$ cat src/rtl/regfile_param.sv
// Two-read / one-write register file with a sequenced clear engine.
// Optional hardwired zero register and write-to-read bypass.
module regfile_param #(
  parameter int DATA_W   = 32,
  parameter int ADDR_W   = 5,
  parameter bit ZERO_REG = 1'b1,
  parameter bit BYPASS   = 1'b1
) (
  input  logic              clk,
  input  logic              rst,
  input  logic              clr_req,
  input  logic [ADDR_W-1:0] r_reg1,
  input  logic [ADDR_W-1:0] r_reg2,
  output logic [DATA_W-1:0] r1_data,
  output logic [DATA_W-1:0] r2_data,
  input  logic              r_wr_en,
  input  logic [ADDR_W-1:0] w_reg,
  input  logic [DATA_W-1:0] w_data,
  output logic              busy,
  output logic              wr_drop
);

  localparam int DEPTH = 1 << ADDR_W;
  localparam logic [ADDR_W-1:0] LAST =
    ADDR_W'(DEPTH - 1);

  typedef enum logic {
    CLEAR,
    READY
  } state_t;

  state_t            state;
  logic [ADDR_W-1:0] ptr;
  logic [DATA_W-1:0] mem [DEPTH];

  logic wr_zero;
  logic wr_ok;

  assign wr_zero = ZERO_REG &&
                   (w_reg == '0);
  assign wr_ok   = r_wr_en &&
                   (state == READY) &&
                   !clr_req &&
                   !wr_zero;
  assign busy    = (state == CLEAR);

  // Clear sequencing, write port and drop flag.
  always_ff @(posedge clk) begin
    if (rst) begin
      state   <= CLEAR;
      ptr     <= '0;
      wr_drop <= 1'b0;
    end else begin
      wr_drop <= r_wr_en &&
                 ((state == CLEAR) ||
                  clr_req);
      unique case (state)
        CLEAR: begin
          mem[ptr] <= '0;
          ptr      <= ptr + ADDR_W'(1);
          if (ptr == LAST) begin
            state <= READY;
          end
        end
        READY: begin
          if (clr_req) begin
            state <= CLEAR;
            ptr   <= '0;
          end else if (wr_ok) begin
            mem[w_reg] <= w_data;
          end
        end
      endcase
    end
  end

  // Read port 1 with clear masking, zero reg and bypass.
  always_comb begin
    r1_data = mem[r_reg1];
    if (busy) begin
      r1_data = '0;
    end else if (ZERO_REG &&
                 (r_reg1 == '0)) begin
      r1_data = '0;
    end else if (BYPASS && wr_ok &&
                 (r_reg1 == w_reg)) begin
      r1_data = w_data;
    end
  end

  // Read port 2, independent of port 1.
  always_comb begin
    r2_data = mem[r_reg2];
    if (busy) begin
      r2_data = '0;
    end else if (ZERO_REG &&
                 (r_reg2 == '0)) begin
      r2_data = '0;
    end else if (BYPASS && wr_ok &&
                 (r_reg2 == w_reg)) begin
      r2_data = w_data;
    end
  end

endmodule

$ cat config.mk
export PLATFORM = sky130hd
export DESIGN_NAME = regfile_param
export DESIGN_NICKNAME = d
export VERILOG_FILES = /design/src/rtl/regfile_param.sv
export SDC_FILE = /design/constraint.sdc
export NUM_CORES = 1
export LEC_CHECK = 0
export CAP_MARGIN = 30
export CORE_UTILIZATION = 35
export DETAILED_ROUTE_END_ITERATION = 12
export PLACE_DENSITY = 0.55
export SLEW_MARGIN = 20
export SYNTH_ARGS = -nofsm -noshare
export SYNTH_HDL_FRONTEND = slang
export SYNTH_SLANG_ARGS = --single-unit
$ cat constraint.sdc
create_clock -name clk -period 6.6 [get_ports clk]
set_clock_uncertainty 0.1 [all_clocks]
set_input_delay 1.32 -clock clk [delete_from_list [all_inputs] [get_ports clk]]
set_output_delay 1.32 -clock clk [all_outputs]
set_load 0.005 [all_outputs]
==> results.md <==
- The number of buffers inserted by post-CTS setup repair is 0.
- The final cell count without fillers is 5091.
- The launching element of the worst setup path is w_reg[4].
- In this run the remaining antenna-violating nets after routing total 0.
- For the worst setup path, the data required time is roughly 5200 ps.
- For the finished layout, the period the worst path requires is between 6000 and 7000 ps.
- The number of gates given a new drive strength after cts is 0.
- The run finished with clean final reports.
- The die is 377.7 um tall.
- The total DRC errors in the routed layout is 0.
- After routing, the total negative slack on setup checks comes to 0 ps.
- From left edge to right edge, the die measures 377.7 um.
- The area of the core is 139700 um2.
- Leaving out fill and tap cells, the most frequent cell in the layout is edfxtp_1.
- The number of different library cells in the post-synthesis netlist is 52.
- The worst setup path is of the input port to output port kind.
- Headroom to the max-slew limit came out at 27.55%.
- The min-delay analysis places its worst path in the category register to register.
- Of the synthesized area, sequential elements account for 62.52%.
- The peak supply drop is 0.2253 mV.
- On the worst path, the slowest cell contributes a delay of approximately 590 ps.
- The cell count after synthesis came out at 2939.
- The via count of the first global-routing pass is 31197.
- The synthesized design contains between 1000 and 1500 register bits.
- The library cells used most frequently in the layout, excluding fill and tap cells, are edfxtp_1, mux2i_1, mux4_2.
- The number of nets in the synthesized netlist is 2992.
- Setup slack on the critical path of the routed design comes to 436.6 ps.
- The TritonCTS sink count is 1031.
- TritonCTS built the clock tree.
- The count of nets after finishing is 3175.
- Counting cells, the worst reg-to-reg path comes to 6.
- In the final routed layout, each cell accounts on average for 34.33 um.
- The placer congestion estimate is 0.8416.
- The I/O pin total is 117.
- The detailed router placed 31769 vias in this run.
- The number of input and output port buffers inserted is roughly 120.
- The endpoint of the most critical register-to-register path is mem[9][25]$_DFFE_PP_.
- Setup violations remaining at the end of the flow were counted as 0.
- In this run the critical register-to-register path is launched from state$_SDFF_PP0_.
- The worst setup path is captured at an output port.
- The critical path's most frequent cell is clkdlybuf4s50_1.
- The register-to-register path setup slack is 2190 ps.
- The repair_antennas step left the layout with diodes totalling 0.
- The pin count of the biggest net entering global routing is 67.
- Global routing used 24.33% of the available tracks across all layers.
- The HPWL after detailed placement is ~100 mm.
- The highest-delay cell along the critical path is clkdlybuf4s50_1.
- The routed design has 174.8 mm of wire.
- The clock slew seen by the registers of the worst setup and hold paths is 50 ps.
- For this run, the detailed router's first-pass iteration total came to 5.
- Counting tap cells, the placed design contains a total of just under 5000 instances.
- The signal on the critical path passes through clkdlybuf4s50_1 > nor3_1 > a31oi_1 > nand4_1 > nand2_2 > buf_4 > o21ai_1 > clkdlybuf4s50_1.
- The maximum level of the CTS H-tree is 3.
- The average via count per standard cell is 6.240.
- The worst hold path was traced through 2 stages.
- The overall power consumption is 14360 uW.
- The tool flagged a number of max-cap violations equal to 0.
- The starting DRC count in detailed routing is 3823.
- The floorplan step defined a die boundary enclosing 142700 um2.
- The post-placement setup slack is 521.3 ps.
- The Yosys warning count is 0.
- Static timing analysis puts the maximum clock frequency at 0.1622 GHz.
- The maximum fanout count along the critical path is 11.
- Buffers inserted to repair hold after CTS numbered 0.
- The post-route fraction of the period consumed by the critical path is 93.39%.
- The count of final hold-check violations is 0.
- The count of pins over their slew limit came to 0.
- The first global-routing pass estimated 242.8 mm of wire.
- The mean post-synth cell area is ~17 um2.
- The smallest hold slack is 467.7 ps.
- The ratio of cells with drive above 1 in the final layout is 23.08%.
- The initial cell density of the core is 35.36%.
- The analysis attributes to cell leakage a power of 0.02062 uW.
- The startpoint type of the worst setup path is an input port.
- Setup repair after global routing left no endpoint under its margin.
- The total power divided by cell area is 249.2 nW/um2.
- The number of placement rows is roughly 140.
- The overflow left after global routing is 0.
- The slew at the pin closest to its max-slew limit is 1084 ps.
- The netlist area before placement is 49400 um2.
- The longest clock path from root to sink contains 3 buffers.
- The initial antenna violation count is 1.
- The path with the worst hold slack has its endpoint at ptr[3]$_SDFFE_PP0N_.
- The clock reaches the later pin of the worst-skew pair after 700 ps.
- The area added between synthesis and finish is 16.63%.
- Clock tree synthesis selected as its root buffer the cell clkbuf_16.
- STA puts the critical path data arrival time at 4740 ps.
- The total clock buffers created by CTS is 114.
- In this run the most critical hold path is launched from ptr[3]$_SDFFE_PP0N_.
==> per-layer routing <==
layer / GRT usage (%) / share of wire (%)
met5: 0 / 0
met4: 9.342 / 4.2
met3: 4.416 / 8.6
met2: 38.76 / 47
met1: 32.99 / 40
==> synthesized netlist by cell type, drive strengths merged <==
cell | count | share of area, %
a211oi | 17 | 0.26
a21oi | 116 | 1.2
a2bb2oi | 14 | 0.25
a311oi | 3 | 0.066
a31o | 1 | 0.018
a31oi | 32 | 0.41
a32o | 5 | 0.10
a32oi | 8 | 0.14
and2 | 34 | 0.43
and3 | 1 | 0.013
and4 | 1 | 0.018
buf | 117 | 1.7
clkbuf | 125 | 0.96
dfxtp | 7 | 0.28
edfxtp | 1024 | 62
ha | 2 | 0.051
inv | 8 | 0.061
mux2i | 416 | 8.4
mux4 | 327 | 15
nand2 | 74 | 0.56
nand2b | 23 | 0.29
nand3 | 30 | 0.30
nand3b | 1 | 0.015
nand4 | 2 | 0.025
nor2 | 82 | 0.62
nor2b | 23 | 0.29
nor3 | 19 | 0.19
nor3b | 9 | 0.14
nor4 | 3 | 0.038
nor4b | 1 | 0.018
o21ai | 90 | 0.91
o21bai | 1 | 0.015
o221a | 9 | 0.21
o221ai | 163 | 2.9
o22a | 9 | 0.16
o22ai | 120 | 1.5
o31a | 2 | 0.035
o31ai | 2 | 0.030
or2 | 6 | 0.076
or3 | 2 | 0.025
xnor2 | 6 | 0.11
xor2 | 4 | 0.071
==> critical path: cells and delay by family <==
family | cells | cell delay [ps]
simple gates | 3 | 1040
buf+inv | 3 | 1500
compound gates | 2 | 870
==> cells by family after synthesis <==
logic type	synth area share, %
muxes	23.33
xor gates and xnor gates	0.1773
buffers and inverters	2.674
and+or+nand+nor	3.059
DFF	62.52
adders and majority gates	0.05064
AOI/OAI and AO/OA	8.180
==> state kept, by name (all words and copies together) (netlist names) <==
signal and count:
state 1, wr_drop 1, mem 1024, ptr 5
==> layout make-up <==
| cell class | count | area, um2 |
|---|---|---|
| fill | 12502 | 82080 |
| sequential | 1031 | 30890 |
| multi-input combinational | 1658 | 17520 |
| timing repair buffer | 309 | 3213 |
| clock buffer | 140 | 2993 |
| tap | 1876 | 2347 |
| clock inverter | 69 | 618.1 |
| inverter | 8 | 35.03 |
==> power by group <==
part	leakage [uW]	switching, uW	total [uW]	internal, uW
combinational	0.00724	642	985	342
clock	0.00177	2640	6230	3590
sequential	0.0116	14.7	7140	7130
total	0.0206	3290	14400	11100
==> per-stage QoR <==
step | area, um2 | util [%]
detailed placement | 53630 | 38.39
floorplan | 49400 | -
global route | 57620 | 41.24
CTS | 57240 | 40.98
global placement | 53510 | 38.30
finish | 57620 | 41.24
==> how the worst max path moves through the flow <==
stage	to	slack [ps]	cells after the start
finish	r1_data[31]	440	8
detailed placement	r2_data[7]	520	11
floorplan	mem[0][0]$_DFFE_PP_	1360	5
global placement	r2_data[7]	500	11
global route	r2_data[7]	430	11
CTS	r1_data[31]	520	8
Note: power is estimated with default switching activity, not from simulation.
